--- src/rtl/apb_arb_pkg.sv ---
// Shared types and defaults for the APB requester arbiter.
// Holds the transfer FSM state encoding and parameter defaults.
package apb_arb_pkg;

    typedef enum logic [1:0] {
        IDLE,
        SETUP,
        ACCESS
    } apb_state_t;

    localparam int DEFAULT_TIMEOUT_CYCLES = 16;
    localparam int DEFAULT_ADDR_WIDTH     = 32;
    localparam int DEFAULT_DATA_WIDTH     = 32;

    // Wait counter needs to reach TIMEOUT_CYCLES-1; keep at least one bit when disabled.
    function automatic int cnt_width(input int timeout);
        return (timeout <= 1) ? 1 : $clog2(timeout);
    endfunction

endpackage

--- src/rtl/apb_req_arbiter_if.sv ---
// APB bus signal bundle between the arbiter (master) and the slave.
interface apb_req_arbiter_if #(
    parameter int ADDR_WIDTH = 32,
    parameter int DATA_WIDTH = 32
);

    logic [ADDR_WIDTH-1:0] PADDR;
    logic [DATA_WIDTH-1:0] PWDATA;
    logic                  PSEL;
    logic                  PENABLE;
    logic                  PWRITE;
    logic [DATA_WIDTH-1:0] PRDATA;
    logic                  PREADY;
    logic                  PSLVERR;

    modport master (
        output PADDR, PWDATA, PSEL, PENABLE, PWRITE,
        input  PRDATA, PREADY, PSLVERR
    );

    modport slave (
        input  PADDR, PWDATA, PSEL, PENABLE, PWRITE,
        output PRDATA, PREADY, PSLVERR
    );

endinterface

--- src/rtl/apb_rr_arbiter.sv ---
// Round-robin picker: one-hot grant when enabled, pointer holds the last winner.
module apb_rr_arbiter #(
    parameter  int NUM_REQ = 2,
    localparam int IDX_W   = $clog2(NUM_REQ)
) (
    input  logic               clk,
    input  logic               rst_n,
    input  logic [NUM_REQ-1:0] req,
    input  logic               en,
    output logic [NUM_REQ-1:0] grant,
    output logic [IDX_W-1:0]   ptr
);

    logic [IDX_W-1:0] win_idx;
    logic [IDX_W-1:0] cand;
    logic             found;

    // Scan starting one past the last winner so every requester gets a turn.
    always_comb begin
        grant   = '0;
        win_idx = '0;
        cand    = '0;
        found   = 1'b0;
        for (int k = 0; k < NUM_REQ; k++) begin
            cand = IDX_W'((int'(ptr) + 1 + k) % NUM_REQ);
            if (en && !found && req[cand]) begin
                grant[cand] = 1'b1;
                win_idx     = cand;
                found       = 1'b1;
            end
        end
    end

    // Reset points at the highest index so requester 0 wins the first scan.
    always_ff @(posedge clk or negedge rst_n) begin
        if (!rst_n) begin
            ptr <= IDX_W'(NUM_REQ - 1);
        end else if (found) begin
            ptr <= win_idx;
        end
    end

endmodule

--- src/rtl/apb_req_arbiter.sv ---
// Shares one APB master port among NUM_REQ requesters: round-robin grant,
// SETUP/ACCESS sequencing, PREADY wait-state timeout and response return.
module apb_req_arbiter
    import apb_arb_pkg::*;
#(
    parameter int NUM_REQ        = 2,
    parameter int ADDR_WIDTH     = DEFAULT_ADDR_WIDTH,
    parameter int DATA_WIDTH     = DEFAULT_DATA_WIDTH,
    parameter int TIMEOUT_CYCLES = DEFAULT_TIMEOUT_CYCLES
) (
    input  logic                          PCLK,
    input  logic                          PRESET_N,
    input  logic [NUM_REQ-1:0]            req_valid,
    input  logic [NUM_REQ-1:0]            req_write,
    input  logic [NUM_REQ*ADDR_WIDTH-1:0] req_addr,
    input  logic [NUM_REQ*DATA_WIDTH-1:0] req_wdata,
    output logic [NUM_REQ-1:0]            req_ready,
    output logic [NUM_REQ-1:0]            rsp_valid,
    output logic [DATA_WIDTH-1:0]         rsp_rdata,
    output logic                          rsp_err,
    apb_req_arbiter_if.master             apb
);

    localparam int IDX_W = $clog2(NUM_REQ);
    localparam int CNT_W = cnt_width(TIMEOUT_CYCLES);
    localparam bit TIMEOUT_EN = (TIMEOUT_CYCLES != 0);
    localparam logic [CNT_W-1:0] LAST_WAIT =
        CNT_W'((TIMEOUT_CYCLES == 0) ? 0 : TIMEOUT_CYCLES - 1);

    apb_state_t            state;
    logic [CNT_W-1:0]      wait_cnt;
    logic [NUM_REQ-1:0]    grant;
    logic [IDX_W-1:0]      ptr;
    logic [NUM_REQ-1:0]    owner;
    logic                  arb_en;
    logic [ADDR_WIDTH-1:0] sel_addr;
    logic [DATA_WIDTH-1:0] sel_wdata;
    logic                  sel_write;

    // Grants only in IDLE, and never while reset is held so req_ready reads 0.
    assign arb_en    = (state == IDLE) && PRESET_N;
    assign req_ready = grant;
    // The pointer only moves on grant, so during a transfer it names the owner.
    assign owner     = NUM_REQ'(1) << ptr;

    apb_rr_arbiter #(
        .NUM_REQ (NUM_REQ)
    ) u_rr (
        .clk   (PCLK),
        .rst_n (PRESET_N),
        .req   (req_valid),
        .en    (arb_en),
        .grant (grant),
        .ptr   (ptr)
    );

    always_comb begin
        sel_addr  = '0;
        sel_wdata = '0;
        sel_write = 1'b0;
        for (int i = 0; i < NUM_REQ; i++) begin
            if (grant[i]) begin
                sel_addr  |= req_addr[i*ADDR_WIDTH +: ADDR_WIDTH];
                sel_wdata |= req_wdata[i*DATA_WIDTH +: DATA_WIDTH];
                sel_write |= req_write[i];
            end
        end
    end

    always_ff @(posedge PCLK or negedge PRESET_N) begin
        if (!PRESET_N) begin
            state       <= IDLE;
            wait_cnt    <= '0;
            apb.PADDR   <= '0;
            apb.PWDATA  <= '0;
            apb.PWRITE  <= 1'b0;
            apb.PSEL    <= 1'b0;
            apb.PENABLE <= 1'b0;
            rsp_valid   <= '0;
            rsp_rdata   <= '0;
            rsp_err     <= 1'b0;
        end else begin
            rsp_valid <= '0;
            case (state)
                IDLE: begin
                    if (|grant) begin
                        apb.PADDR  <= sel_addr;
                        apb.PWDATA <= sel_wdata;
                        apb.PWRITE <= sel_write;
                        apb.PSEL   <= 1'b1;
                        state      <= SETUP;
                    end
                end
                SETUP: begin
                    apb.PENABLE <= 1'b1;
                    wait_cnt    <= '0;
                    state       <= ACCESS;
                end
                ACCESS: begin
                    if (apb.PREADY) begin
                        apb.PSEL    <= 1'b0;
                        apb.PENABLE <= 1'b0;
                        rsp_valid   <= owner;
                        rsp_rdata   <= apb.PWRITE ? '0 : apb.PRDATA;
                        rsp_err     <= apb.PSLVERR;
                        state       <= IDLE;
                    end else if (TIMEOUT_EN && (wait_cnt == LAST_WAIT)) begin
                        apb.PSEL    <= 1'b0;
                        apb.PENABLE <= 1'b0;
                        rsp_valid   <= owner;
                        rsp_rdata   <= '0;
                        rsp_err     <= 1'b1;
                        state       <= IDLE;
                    end else begin
                        wait_cnt <= wait_cnt + 1'b1;
                    end
                end
                default: state <= IDLE;
            endcase
        end
    end

endmodule

--- src/flat_wrapper.sv ---
// flat-port wrapper written by rule: the top's interface ports become plain ports
module apb_req_arbiter_flat import apb_arb_pkg::*;
#(
    parameter int NUM_REQ        = 2,
    parameter int ADDR_WIDTH     = DEFAULT_ADDR_WIDTH,
    parameter int DATA_WIDTH     = DEFAULT_DATA_WIDTH,
    parameter int TIMEOUT_CYCLES = DEFAULT_TIMEOUT_CYCLES
)
  (PCLK, PRESET_N, req_valid, req_write, req_addr, req_wdata, req_ready, rsp_valid, rsp_rdata, rsp_err, apb_PADDR, apb_PWDATA, apb_PSEL, apb_PENABLE, apb_PWRITE, apb_PRDATA, apb_PREADY, apb_PSLVERR);
  apb_req_arbiter_if #(.ADDR_WIDTH(ADDR_WIDTH), .DATA_WIDTH(DATA_WIDTH)) apb_i ();
  input  logic PCLK;
  input  logic PRESET_N;
  input  logic [NUM_REQ-1:0] req_valid;
  input  logic [NUM_REQ-1:0] req_write;
  input  logic [NUM_REQ*ADDR_WIDTH-1:0] req_addr;
  input  logic [NUM_REQ*DATA_WIDTH-1:0] req_wdata;
  output logic [NUM_REQ-1:0] req_ready;
  output logic [NUM_REQ-1:0] rsp_valid;
  output logic [DATA_WIDTH-1:0] rsp_rdata;
  output logic rsp_err;
  output wire logic [$bits(apb_i.PADDR)-1:0] apb_PADDR;
  output wire logic [$bits(apb_i.PWDATA)-1:0] apb_PWDATA;
  output wire logic [$bits(apb_i.PSEL)-1:0] apb_PSEL;
  output wire logic [$bits(apb_i.PENABLE)-1:0] apb_PENABLE;
  output wire logic [$bits(apb_i.PWRITE)-1:0] apb_PWRITE;
  input wire logic [$bits(apb_i.PRDATA)-1:0] apb_PRDATA;
  input wire logic [$bits(apb_i.PREADY)-1:0] apb_PREADY;
  input wire logic [$bits(apb_i.PSLVERR)-1:0] apb_PSLVERR;
  assign apb_PADDR = apb_i.PADDR;
  assign apb_PWDATA = apb_i.PWDATA;
  assign apb_PSEL = apb_i.PSEL;
  assign apb_PENABLE = apb_i.PENABLE;
  assign apb_PWRITE = apb_i.PWRITE;
  assign apb_i.PRDATA = apb_PRDATA;
  assign apb_i.PREADY = apb_PREADY;
  assign apb_i.PSLVERR = apb_PSLVERR;
  apb_req_arbiter #(.NUM_REQ(NUM_REQ), .ADDR_WIDTH(ADDR_WIDTH), .DATA_WIDTH(DATA_WIDTH), .TIMEOUT_CYCLES(TIMEOUT_CYCLES)) u_core (.PCLK(PCLK), .PRESET_N(PRESET_N), .req_valid(req_valid), .req_write(req_write), .req_addr(req_addr), .req_wdata(req_wdata), .req_ready(req_ready), .rsp_valid(rsp_valid), .rsp_rdata(rsp_rdata), .rsp_err(rsp_err), .apb(apb_i));
endmodule
--- config.mk ---
export PLATFORM = sky130hd
export DESIGN_NAME = apb_req_arbiter_flat
export DESIGN_NICKNAME = d
export VERILOG_FILES = /design/src/rtl/apb_arb_pkg.sv /design/src/rtl/apb_req_arbiter_if.sv /design/src/rtl/apb_rr_arbiter.sv /design/src/rtl/apb_req_arbiter.sv /design/src/flat_wrapper.sv
export SDC_FILE = /design/constraint.sdc
export NUM_CORES = 1
export LEC_CHECK = 0
export ABC_AREA = 1
export BUFFER_PORTS_ARGS = -buffer_cell sky130_fd_sc_hd__clkbuf_2
export CAP_MARGIN = 10
export CORE_MARGIN = 10
export CORE_UTILIZATION = 35
export CTS_CLUSTER_SIZE = 25
export DETAILED_ROUTE_END_ITERATION = 10
export GPL_ROUTABILITY_DRIVEN = 1
export SYNTH_ARGS = -nofsm -noshare
export SYNTH_HDL_FRONTEND = slang
export SYNTH_HIERARCHICAL = 1
export SYNTH_SLANG_ARGS = --single-unit
export TNS_END_PERCENT = 20
--- constraint.sdc ---
create_clock -name PCLK -period 2 [get_ports PCLK]
set_input_delay 0 -clock PCLK [delete_from_list [all_inputs] [get_ports PCLK]]
set_output_delay 0 -clock PCLK [all_outputs]
set_load 0.05 [all_outputs]
### Word level (Yosys, flattened, before mapping)

Cells that the tools add are included.

* memory bits (writable): 0
* memory bits (read-only): 0
* register bits: 109
* latch bits: 0
* input port bits: 168
* memories: 0

* shifts and indexed selects: 1
* eq/ne operators: 7
* bitwise gates (word level): 4
* muxes and demuxes: 40
* $mul: 0
* $add $sub $neg: 3
* reductions and logical operators: 18
* order comparisons: 4
* div/mod/pow operators: 0

Operators with widths (count)
* two-way mux 32 bit: 7
* OR 32 bit: 2
* two-way mux 1 bit: 17
* two-way mux 2 bit: 8
* two-way mux 4 bit: 2
* one-hot mux 4 bit (2 select lines): 1
* AND reduction 2 bit: 4
* logical AND 1 bit: 6
* inequality test 2 bit (second input constant): 3
* one-hot mux 2 bit (3 select lines): 1
* AND reduction 3 bit: 2
* nonzero test 2 bit: 3
* adder 4 x 1 -> 4 bit (second input constant): 1
* equality test 4 bit (second input constant): 1
* less-than comparator 1 x 2 -> 1 bit (second input constant): 2
* one-hot mux 1 bit (2 select lines): 2
* inequality test 3 x 2 -> 1 bit (second input constant): 1
* adder 1 bit (second input constant): 2
* demux 1 bit (select 1 bit): 2
* equality test 2 x 1 -> 1 bit (second input constant): 1
* equality test 2 bit (second input constant): 1
* greater-or-equal comparator 1 bit (second input constant): 2
* zero test 2 bit: 1
* OR 2 bit: 1
* other kinds (4): 4

### Depth between registers and ports, before layout

Gate-level depths: netlist (run 1).

* depth after elaboration: 12
* depth in mapped cells: 14
* gate-level depth less buffers: 13

### Hierarchy

Netlist (run 1), hierarchy kept.

Modules (own cells, without submodules)
* apb_req_arbiter: times used 1, cells each 695, area each 5223.8 um^2, sequential area each 2702.6 um^2
* apb_rr_arbiter: times used 1, cells each 12, area each 73.8 um^2, sequential area each 26.3 um^2

### Worst setup path after synthesis (run 1)

No wires, ideal clock.

* path kind: register to register
* start point: register u_core.state[0]
* end point: register u_core.apb.PADDR[17]
* clock period less this slack: 2.596 ns
* setup time: 0.066 ns
* stages on the path, launching flop included: 13
* path slack: -0.596 ns
* required time: 1.934 ns
* data arrival time: 2.531 ns
* path through: dfrtp_1 -> inv_1 -> ha_1 -> nand2_1 -> inv_1 -> nand2_1 -> a21oi_1 -> buf_2 -> buf_2 -> nand2_1 -> nand2_1 -> nand2_1 -> nand2_1

* elaborated cells between the ends (all ways): 15

RTL lines
* start, declared: RTL line apb_req_arbiter.sv:30 `apb_state_t state;`
* start signal, assigned: RTL line apb_req_arbiter.sv:72 `state <= IDLE;`
* start signal, assigned: RTL line apb_req_arbiter.sv:91 `state <= SETUP;`
* start signal, assigned: RTL line apb_req_arbiter.sv:97 `state <= ACCESS;`
* zero test 2 bit *: RTL line apb_req_arbiter.sv:41 `assign arb_en = (state == IDLE) && PRESET_N;`
* logical AND 1 bit *: RTL line apb_req_arbiter.sv:41
* net u_core.arb_en: RTL line apb_req_arbiter.sv:35 `logic arb_en;`
* logical AND 1 bit: RTL line apb_rr_arbiter.sv:26 `if (en && !found && req[cand]) begin`
* two-way mux 1 bit: RTL line apb_rr_arbiter.sv:26
* zero test 1 bit: RTL line apb_rr_arbiter.sv:26
* logical AND 1 bit (2 in series): RTL line apb_rr_arbiter.sv:26
* two-way mux 2 bit *: RTL line apb_rr_arbiter.sv:26
* net req_ready[1]: RTL line flat_wrapper.sv:17 `output logic [NUM_REQ-1:0] req_ready;`
* OR reduction 2 bit: RTL line apb_req_arbiter.sv:86 `if (|grant) begin`
* AND reduction 2 bit (no source line)
* end signal, assigned: RTL line apb_req_arbiter.sv:87 `apb.PADDR <= sel_addr;`
* end, declared: RTL line apb_req_arbiter_if.sv:17 `output PADDR, PWDATA, PSEL, PENABLE, PWRITE,`

The timed path passes the listed nets; every way through them passes the cells marked *.
A chain may end at the register's enable or synchronous reset.

### Final worst setup path (run 1)

* start point: register u_core.state[1]
* end point: register u_core.apb.PWDATA[20]

* cells in the longest elaborated chain, start to end: 11
* elaborated cells between the ends (all ways): 15

RTL lines
* zero test 2 bit *: RTL line apb_req_arbiter.sv:41
* logical AND 1 bit *: RTL line apb_req_arbiter.sv:41
* net u_core.arb_en: RTL line apb_req_arbiter.sv:35
* logical AND 1 bit: RTL line apb_rr_arbiter.sv:26
* two-way mux 1 bit: RTL line apb_rr_arbiter.sv:26
* zero test 1 bit: RTL line apb_rr_arbiter.sv:26
* logical AND 1 bit (2 in series): RTL line apb_rr_arbiter.sv:26
* two-way mux 2 bit *: RTL line apb_rr_arbiter.sv:26
* two-way mux 32 bit: RTL line apb_req_arbiter.sv:62 `if (grant[i]) begin`
* OR 32 bit: RTL line apb_req_arbiter.sv:64 `sel_wdata |= req_wdata[i*DATA_WIDTH +: DATA_WIDTH];`
* two-way mux 32 bit: RTL line apb_req_arbiter.sv:62
* end signal, assigned: RTL line apb_req_arbiter.sv:88 `apb.PWDATA <= sel_wdata;`
* end, declared: RTL line apb_req_arbiter_if.sv:17

Marked as above.

==> flow_metrics.py, run 1 <==
metrics = {
    "timing": {
        "slew-limit-headroom_pct": 51.9,
        "hold_viol": 0,
        "whs_ns": 0.0275,
        "worstMarginPinSlew_ns": 0.721,
        "timing.final.crit_share_pct": 96.2,
        "totalNegativeSetupSlack_ns": 0,
        "drv_slew": 0,
        "max_freq_mhz": 520,
        "timing.final.crit_period_ns": 1.92,
        "fin_skew_ns": 0.00551,
        "setup_viol": 0,
    },
    "drt": {
        "routedWlPerCell_um": 16.6,
        "detail_route.wirelength_um": 22100,
        "drt-initial-drc-count": 385,
        "pre_antenna_drt_iters": 5,
        "vias": 6181,
        "detail_route.vias_per_cell": 4.64,
        "remaining_drc_errors": 0,
        "antenna_violating_nets_post_route": 0,
    },
    "clock_network": {
        "cts_sinks": 109,
        "numCtsBuffers": 9,
        "tritoncts": "built",
        "cts_root_buffer": "sky130_fd_sc_hd__clkbuf_16",
        "path_clk_slew_ns": 0.07,
        "htree_num_levels": 3,
        "worstSkewPairLatency_ns": 0.35,
        "cts_buffer_depth": 2,
    },
    "power": {
        "power.density_cell_area_nw_per_um2": 1150,
        "finalPower_mw": 10.5,
        "p_clk_share_pct": 18.2,
        "power.leakage_nw": 5.28,
        "power.combinational.fraction_pct": 51.4,
        "worst_ir_drop_vdd_v": 0.000517,
        "switching_power_mw": 4.97,
        "seq_power_share_pct": 30.4,
        "cellInternalPower_mw": 5.49,
        "power.share.switching_pct": 47.5,
    },
    "grt": {
        "global_route_wire_length_before_repair_um": 32600,
        "gr-total-overflow": 0,
        "vias_in_the_first_global_route": 6461,
        "gr-usage-all-layers_pct": 20.0,
        "maximum_number_of_pins_on_one_net_before_global_route_repair": 66,
        "grt_antenna_before_repair": 0,
    },
    "final_layout": {
        "final_layout_size_suffix_gt1_share_pct": 30.3,
        "layout.cells.most_common": "sky130_fd_sc_hd__nand2_1",
        "postLayoutCoreUtil_pct": 61.7,
        "layout.cells.most_common_list": "sky130_fd_sc_hd__nand2_1, sky130_fd_sc_hd__clkbuf_2, sky130_fd_sc_hd__dlygate4sd3_1",
        "area.growth.synth_to_final_pct": 71.3,
        "final_nets": 1319,
        "insertedDiodeCount": 0,
    },
    "critical_path": {
        "critical_path.reg2reg.startpoint": "u_core/state[1]",
        "worst_path_class_setup": "register to register",
        "worst_setup_path_end_kind": "register",
        "crit_fanout": 10,
        "depth_of_the_worst_register_to_register_path": 15,
        "regToRegSetupSlack_ns": 0.08,
        "data_required_time_at_the_worst_endpoint_ns": 2.24,
        "kind_of_start_point_of_the_critical_path": "register",
        "cp.arrival_ns": 2.16,
        "critical_register_to_register_path_endpoint": "u_core/apb.PWDATA[20]",
    },
    "floorplanning": {
        "io-pin-count": 272,
        "start_util_pct": 36.0,
        "row_count": 44,
        "coreArea_um2": 14700,
        "floorplan.die_area_um2": 20500,
        "die_width_um": 143,
        "dieHeight_um": 143,
    },
    "place": {
        "detailedPlacementHpwl_um": 12600,
        "gp_congestion": 0.836,
        "io_buffer_count": 271,
    },
    "worst_hold_path": {
        "hp-class": "primary input to register",
        "worst_case_hold_path_end_point": "u_core/rsp_err",
        "hold-path-cell-count": 4,
        "hold_wc_startpoint": "apb_PREADY",
    },
    "synthesis": {
        "synthesized_flop_and_latch_total": 109,
        "yosys_warnings": 6,
        "post_synthesis_cell_type_count": 24,
        "synthesis.area_um2": 5300,
        "synth_seq_area_share_pct": 51.5,
        "synthesis.instances": 707,
        "synth.area.top_cells": "sky130_fd_sc_hd__dfrtp_1, sky130_fd_sc_hd__nand2_1, sky130_fd_sc_hd__o21ai_2, sky130_fd_sc_hd__inv_1, sky130_fd_sc_hd__ha_1",
        "synth_fp_nets": 881,
        "yosysTopAreaCellShare_pct": 51.0,
        "syn_area_per_cell_um2": 7.49,
        "synthDominantAreaCellType": "sky130_fd_sc_hd__dfrtp_1",
    },
    "status": {
        "outcome": "finished clean",
    },
    "job": {
        "max_cap_viol_count": 0,
    },
}
-- cells by family (layout without fill, tap and decap cells) --
| group | Yosys count | count (layout) | synth area share, % |
|---|---|---|---|
| DFF | 109 | 109 | 51.5 |
| and+or+nand+nor | 473 | 473 | 34.4 |
| buffers and inverters | 80 | 522 | 7.39 |
| AOI/OAI and AO/OA | 39 | 39 | 5.24 |
| adders and majority gates | 6 | 6 | 1.42 |
-- per-layer routing --
metal / global-route usage [%] / share of wire (%) / vias to the layer above
met1: 21.4 / 38 / 2812
met2: 33.4 / 48 / 305
met3: 7.33 / 9.4 / 76
li1: - / - / 2988
met4: 12.1 / 4.3 / 0
met5: 0 / 0 / -
-- cells in the mapped netlist (all sizes together) --
cell type and instances:
nand2 456, dfrtp 108, inv 46, o21ai 37, buf 27, clkbuf 7
nand3 7, ha 6, nor2 4, nand4 3, a21oi 2, or2 2
and2 1, dfstp 1
-- per-stage QoR --
step | cell area (um2) | cells | worst slack [ns]
final | 9070 | 1333 | 0.0769
after global routing | 9070 | 1333 | -0.0179
after CTS | 8910 | 1321 | 0.00949
after detailed placement | 6830 | 1137 | 0.0524
after global placement | 6830 | 1137 | 0.114
after floorplan | 5320 | 707 | 0.00214
-- power groups by stage --
| stage | logic, mW | registers (mW) | clock network, mW |
|---|---|---|---|
| 3_3_place_gp | 4.72 | 3.20 | 0 |
| 3_5_place_dp | 4.74 | 3.21 | 0 |
| 2_1_floorplan | 1.51 | 5.17 | 0 |
| 4_1_cts | 5.15 | 3.18 | 1.94 |
| 5_1_grt | 5.73 | 3.27 | 2.04 |
| 6_report | 5.38 | 3.18 | 1.90 |
-- worst max path at each step --
| stage | startpoint | to | slack [ns] | cells past startpoint |
|---|---|---|---|---|
| global placement | u_core/state[0] | u_core/state[1] | 0.11 | 12 |
| finish | u_core/state[1] | u_core/apb.PWDATA[20] | 0.08 | 15 |
| global route | u_core/state[1] | u_core/apb.PWDATA[0] | -0.02 | 13 |
| floorplan | u_core/state[0] | u_core/apb.PWRITE | 0.002 | 14 |
| detailed placement | u_core/state[0] | u_core/apb.PWDATA[22] | 0.05 | 11 |
| CTS | u_core/state[0] | req_ready[0] | 0.009 | 10 |
-- flip-flops by register name, indices dropped and copies added, names as in the netlist, 2 cells and up --
| signal | flops |
|---|---|
| u_core/apb.PADDR | 32 |
| u_core/apb.PWDATA | 32 |
| u_core/rsp_rdata | 32 |
| u_core/wait_cnt | 4 |
| u_core/rsp_valid | 2 |
| u_core/state | 2 |
-- worst max-delay path: stages, from the launching register on --
cell	delay (ns)
sky130_fd_sc_hd__dfrtp_1	0.38
sky130_fd_sc_hd__inv_2	0.07
sky130_fd_sc_hd__ha_4	0.18
sky130_fd_sc_hd__nand2_1	0.06
sky130_fd_sc_hd__inv_1	0.05
sky130_fd_sc_hd__nand2_1	0.07
sky130_fd_sc_hd__inv_2	0.03
sky130_fd_sc_hd__nand2_2	0.08
sky130_fd_sc_hd__clkinvlp_4	0.13
sky130_fd_sc_hd__buf_4	0.18
sky130_fd_sc_hd__buf_12	0.15
sky130_fd_sc_hd__buf_12	0.14
sky130_fd_sc_hd__nand2_1	0.08
sky130_fd_sc_hd__nand2_1	0.07
sky130_fd_sc_hd__nand2_1	0.08
sky130_fd_sc_hd__nand2_1	0.05
-- area by class of cell --
| class | count | area (um2) |
|---|---|---|
| Sequential cell | 109 | 2730 |
| Multi-Input combinational cell | 518 | 2210 |
| Clock inverter | 4 | 73.8 |
| Clock buffer | 11 | 233 |
| Fill cell | 1207 | 5630 |
| Inverter | 46 | 179 |
| Timing Repair Buffer | 461 | 3420 |
| Tap cell | 184 | 230 |
-- repair_timing --
item                                    CTS  global route
hold buffers                            165             0
pin swaps                                 0             1
resized for setup                         1             5
endpoints found under the setup margin    2            69
cloned                                    3             4
endpoints found under the hold margin   207             0
buffers inserted                          1             8
(Power assumes the default switching activity.)
==> run 2: changes to the inputs <==
- HOLD_SLACK_MARGIN: default -> 0.06
==> run 2 against run 1 <==
Via count decreased by 0.16%. Non-clock buffer count up 2. Design area about the same. Wire length down 1.1%.
==> flow_metrics.py, run 2 (same netlist as run 1, synthesis figures left out) <==
metrics = {
    "status": {
        "outcome": "finished clean",
    },
    "floorplanning": {
        "floorplan.die_area_um2": 20500,
        "die_width_um": 143,
        "coreArea_um2": 14700,
        "io-pin-count": 272,
        "dieHeight_um": 143,
        "start_util_pct": 36.0,
        "row_count": 44,
    },
    "drt": {
        "detail_route.vias_per_cell": 4.62,
        "drt-initial-drc-count": 425,
        "met3RoutedLength_um": 2120,
        "remaining_drc_errors": 0,
        "pre_antenna_drt_iters": 5,
        "wl_met2_um": 10500,
        "antenna_violating_nets_post_route": 0,
        "routedWlPerCell_um": 16.4,
        "detail_route.wirelength_um": 21900,
        "route.top_layer_used": "met4",
        "detail_route.wirelength.met1_um": 8310,
        "vias": 6171,
    },
    "clock_network": {
        "cts_buffer_depth": 2,
        "cts_root_buffer": "sky130_fd_sc_hd__clkbuf_16",
        "cts_sinks": 109,
        "tritoncts": "built",
        "worstSkewPairLatency_ns": 0.35,
        "numCtsBuffers": 9,
        "path_clk_slew_ns": 0.07,
        "htree_num_levels": 3,
    },
    "critical_path": {
        "data_required_time_at_the_worst_endpoint_ns": 2.24,
        "critical_register_to_register_path_endpoint": "u_core/apb.PWDATA[20]",
        "worst_setup_path_end_kind": "register",
        "critical_path.reg2reg.startpoint": "u_core/state[1]",
        "regToRegSetupSlack_ns": 0.09,
        "crit_fanout": 10,
        "worst_path_class_setup": "register to register",
        "kind_of_start_point_of_the_critical_path": "register",
        "cp.arrival_ns": 2.15,
        "depth_of_the_worst_register_to_register_path": 15,
    },
    "place": {
        "io_buffer_count": 271,
        "setup_slack_after_placement_ns": 0.0524,
        "detailedPlacementHpwl_um": 12600,
        "gp_congestion": 0.836,
    },
    "final_layout": {
        "final_layout_size_suffix_gt1_share_pct": 30.1,
        "regArea_um2": 2730,
        "area.growth.synth_to_final_pct": 71.4,
        "fill_cells": 1209,
        "final_nets": 1321,
        "layout.cells.most_common": "sky130_fd_sc_hd__nand2_1",
        "postLayoutCoreUtil_pct": 61.8,
        "layout.cells.most_common_list": "sky130_fd_sc_hd__nand2_1, sky130_fd_sc_hd__clkbuf_2, sky130_fd_sc_hd__dlygate4sd3_1",
        "insertedDiodeCount": 0,
        "reg_top3": "u_core/apb.PADDR: 32 flops, u_core/apb.PWDATA: 32 flops, u_core/rsp_rdata: 32 flops",
        "multiInputGateArea_um2": 2210,
    },
    "power": {
        "worst_ir_drop_vdd_v": 0.000467,
        "power.leakage_nw": 5.28,
        "finalPower_mw": 10.4,
        "power.density_cell_area_nw_per_um2": 1150,
    },
    "timing": {
        "timing.final.ws_setup_ns": 0.0919,
        "worstMarginPinSlew_ns": 0.711,
        "slew-limit-headroom_pct": 52.6,
        "setup_viol": 0,
        "max_freq_mhz": 524,
        "drv_slew": 0,
        "timing.final.crit_share_pct": 95.4,
        "hold_viol": 0,
        "fin_skew_ns": 0.00619,
        "timing.final.crit_period_ns": 1.91,
        "whs_ns": 0.362,
    },
    "worst_hold_path": {
        "hp-class": "primary input to async pin",
    },
    "grt": {
        "grt_antenna_before_repair": 0,
        "gr-usage-all-layers_pct": 20.1,
        "maximum_number_of_pins_on_one_net_before_global_route_repair": 66,
        "global_route_wire_length_before_repair_um": 32700,
        "vias_in_the_first_global_route": 6483,
        "gr-total-overflow": 0,
    },
    "job": {
        "max_cap_viol_count": 0,
    },
}
-- run 2: power by group --
| part | total [mW] | internal, mW | switching, mW |
|---|---|---|---|
| clock | 1.89 | 1.09 | 0.800 |
| sequential | 3.18 | 2.82 | 0.359 |
| combinational | 5.35 | 1.56 | 3.79 |
-- run 2: layout make-up --
type | count | share of cell area, %
clock inverters | 4 | 0.813
inverters | 46 | 1.97
well taps | 184 | 2.54
repair buffers | 463 | 37.7
flip-flops and latches | 109 | 30.1
clock buffers | 11 | 2.56
multi-input cells | 518 | 24.3
-- run 2: how the worst max path moves through the flow --
stage / from / to
finish: u_core/state[1] / u_core/apb.PWDATA[20]
global route: u_core/state[1] / u_core/apb.PWDATA[22]
CTS: u_core/state[0] / req_ready[0]
detailed placement: u_core/state[0] / u_core/apb.PWDATA[22]
global placement: u_core/state[0] / u_core/state[1]
floorplan: u_core/state[0] / u_core/apb.PWRITE
-- run 2: metal layers --
| metal | up-vias | global-route usage [%] |
|---|---|---|
| li1 | 2990 | - |
| met1 | 2787 | 21.3 |
| met2 | 316 | 33.7 |
| met3 | 78 | 7.33 |
| met4 | 0 | 12.1 |
| met5 | - | 0 |
-- run 2: repair_timing --
item,in CTS,in global routing
gates resized for setup,1,5
cloned,3,3
hold buffers,168,0
hold endpoints to repair,209,0
setup buffers,1,8
setup endpoints to repair,2,69
pin swaps,0,1
-- run 2: worst max-delay path, stage by stage (launching register included) --
cell                         delay, ns
sky130_fd_sc_hd__dfrtp_1          0.38
sky130_fd_sc_hd__inv_2            0.07
sky130_fd_sc_hd__ha_4             0.18
sky130_fd_sc_hd__nand2_1          0.06
sky130_fd_sc_hd__inv_1            0.05
sky130_fd_sc_hd__nand2_1          0.07
sky130_fd_sc_hd__inv_2            0.03
sky130_fd_sc_hd__nand2_2          0.07
sky130_fd_sc_hd__clkinvlp_4       0.13
sky130_fd_sc_hd__buf_4            0.18
sky130_fd_sc_hd__buf_12           0.15
sky130_fd_sc_hd__buf_12           0.14
sky130_fd_sc_hd__nand2_1          0.08
sky130_fd_sc_hd__nand2_1          0.08
sky130_fd_sc_hd__nand2_1          0.07
sky130_fd_sc_hd__nand2_1          0.05
-- run 2: per-stage QoR --
step	cells	instance area [um2]	setup TNS [ns]
final	1335	9080	0
after global routing	1335	9080	-0.245
after CTS	1324	8940	0
after detailed placement	1137	6830	0
after global placement	1137	6830	0
after floorplan	707	5320	0
==> run 3: changes to the inputs <==
- SETUP_SLACK_MARGIN: default -> 0.15
==> run 3 against run 2 <==
Combinational power rose by 3%. Worst hold slack worse by 0.055 ns. Non-clock buffer count grew 10. Design area grew 1.2%. Final cell count is 0.75% higher. First-iteration DRC count is 38% lower.
==> flow_metrics.py, run 3 (same netlist as run 1, synthesis figures left out) <==
metrics = {
    "timing": {
        "timing.final.ws_setup_ns": 0.199,
        "timing.final.crit_share_pct": 90.1,
        "setup_viol": 0,
        "totalNegativeSetupSlack_ns": 0,
        "worstMarginPinSlew_ns": 0.762,
        "max_freq_mhz": 555,
        "slew-limit-headroom_pct": 49.2,
        "drv_slew": 0,
        "whs_ns": 0.307,
        "timing.final.crit_period_ns": 1.80,
        "hold_viol": 0,
        "fin_skew_ns": 0.00732,
        "rsz0062_at_grt": "true",
    },
    "grt": {
        "vias_in_the_first_global_route": 6365,
        "maximum_number_of_pins_on_one_net_before_global_route_repair": 66,
        "global_route_wire_length_before_repair_um": 32700,
        "gr-usage-all-layers_pct": 20.1,
        "grt_antenna_before_repair": 1,
        "gr-total-overflow": 0,
    },
    "clock_network": {
        "numCtsBuffers": 9,
        "cts_root_buffer": "sky130_fd_sc_hd__clkbuf_16",
        "path_clk_slew_ns": 0.07,
        "htree_num_levels": 3,
        "cts_sinks": 109,
        "worstSkewPairLatency_ns": 0.35,
        "cts_buffer_depth": 2,
        "tritoncts": "built",
    },
    "critical_path": {
        "worstPathCellList": "inv_2, ha_4, nand2_2, inv_2, nand2_2, inv_2, nand2_4, clkinvlp_4, o21ai_4, inv_2, clkbuf_16, nand2_1, nand2_1",
        "crit_path_frequent_cell": "sky130_fd_sc_hd__inv_2",
        "cp_slowest_stage_delay_ns": 0.37,
        "worst_path_class_setup": "register to register",
        "crit_fanout": 32,
        "cp.arrival_ns": 2.04,
        "critical-path-slowest-cell": "sky130_fd_sc_hd__dfrtp_1",
        "kind_of_start_point_of_the_critical_path": "register",
        "data_required_time_at_the_worst_endpoint_ns": 2.24,
        "worst_setup_path_end_kind": "register",
    },
    "floorplanning": {
        "io-pin-count": 272,
        "die_width_um": 143,
        "coreArea_um2": 14700,
        "floorplan.die_area_um2": 20500,
        "start_util_pct": 36.0,
        "dieHeight_um": 143,
        "row_count": 44,
    },
    "power": {
        "power.density_cell_area_nw_per_um2": 1130,
        "worst_ir_drop_vdd_v": 0.000556,
        "power.leakage_nw": 5.34,
    },
    "place": {
        "dp.cells": 1136,
        "detailedPlacementHpwl_um": 12600,
        "setup_slack_after_placement_ns": 0.101,
        "io_buffer_count": 271,
        "gp_congestion": 0.795,
    },
    "drt": {
        "routedWlPerCell_um": 16.4,
        "remaining_drc_errors": 0,
        "detail_route.wirelength.met1_um": 8220,
        "detail_route.wirelength_um": 22100,
        "drt-initial-drc-count": 262,
        "vias": 6166,
        "pre_antenna_drt_iters": 4,
        "antenna_violating_nets_post_route": 0,
        "wl_met2_um": 11000,
        "route.top_layer_used": "met4",
        "detail_route.vias_per_cell": 4.58,
        "met3RoutedLength_um": 1790,
    },
    "final_layout": {
        "layoutNonFillerInstCount": 1345,
        "area.growth.synth_to_final_pct": 73.4,
        "final_nets": 1331,
        "reg_top3": "u_core/apb.PADDR: 32 flops, u_core/apb.PWDATA: 32 flops, u_core/rsp_rdata: 32 flops",
        "layout.cells.most_common_list": "sky130_fd_sc_hd__nand2_1, sky130_fd_sc_hd__clkbuf_2, sky130_fd_sc_hd__dlygate4sd3_1",
        "postLayoutCoreUtil_pct": 62.5,
        "final_layout_size_suffix_gt1_share_pct": 31.5,
        "layout.cells.most_common": "sky130_fd_sc_hd__nand2_1",
    },
    "status": {
        "outcome": "finished clean",
    },
    "job": {
        "max_cap_viol_count": 0,
    },
    "worst_hold_path": {
        "hp-class": "primary input to register",
    },
}
run 3: cell count changes in the layout (fill, tap and decap cells not counted), sizes merged:
cell    previous run  this run
diode              0         1
buf               23        31
bufinv             2         0
clkbuf           281       284
run 3: what timing repair did:
item,CTS,global route
endpoints found under the hold margin,152,0
endpoints found under the setup margin,37,70
resized for setup,1,14
cloned,3,4
pin swaps,1,6
buffers inserted,7,12
hold buffers,168,0
run 3: area by class of cell:
type,count,area (um2)
Multi-Input combinational cell,518,2240
Clock inverter,2,10.0
Antenna cell,1,2.50
Clock buffer,12,256
Sequential cell,109,2730
Inverter,46,176
Tap cell,184,230
Timing Repair Buffer,473,3540
Fill cell,1212,5510
run 3: final timing paths:
| check | startpoint | endpoint | slack, ns | cells after the start |
|---|---|---|---|---|
| max | u_core/state[0] | u_core/apb.PADDR[10] | 0.20 | 13 |
| min | req_valid[0] | u_core/apb.PWDATA[2] | 0.31 | 7 |
| max reg2reg | u_core/state[0] | u_core/apb.PADDR[10] | 0.20 | 13 |
| min reg2reg | u_core/apb.PADDR[18] | u_core/apb.PADDR[18] | 0.48 | 2 |
| max in group asynchronous | PRESET_N | u_core/rsp_rdata[29] | 0.42 | 4 |
| min in group asynchronous | PRESET_N | u_core/state[1] | 0.36 | 3 |
run 3: per-layer routing:
| metal | vias up | global-route usage, % |
|---|---|---|
| li1 | 3020 | - |
| met1 | 2794 | 21.4 |
| met2 | 277 | 34.1 |
| met3 | 75 | 7.10 |
| met4 | 0 | 11.8 |
| met5 | - | 0 |
run 3: critical path: cells and delay by family, from the launching register on:
kind,cells,cell delay (ns)
buffers and inverters,6,0.61
AOI/OAI and AO/OA,1,0.22
DFF,1,0.37
adders and majority gates,1,0.17
and+or+nand+nor,5,0.31
run 3: through the flow:
step | total power [mW] | instance area (um2)
after floorplan | 6.75 | 5370
after global placement | 8.00 | 6840
after detailed placement | 8.02 | 6840
after CTS | 10.1 | 8940
after global routing | 10.9 | 9190
final | 10.4 | 9190
run 3: power breakdown:
group / switching [mW] / total, mW / internal [mW] / leakage [nW]
clock: 0.765 / 1.66 / 0.896 / 0.134
combinational: 3.85 / 5.52 / 1.67 / 3.76
sequential: 0.353 / 3.18 / 2.83 / 1.44
total: 4.97 / 10.4 / 5.39 / 5.34
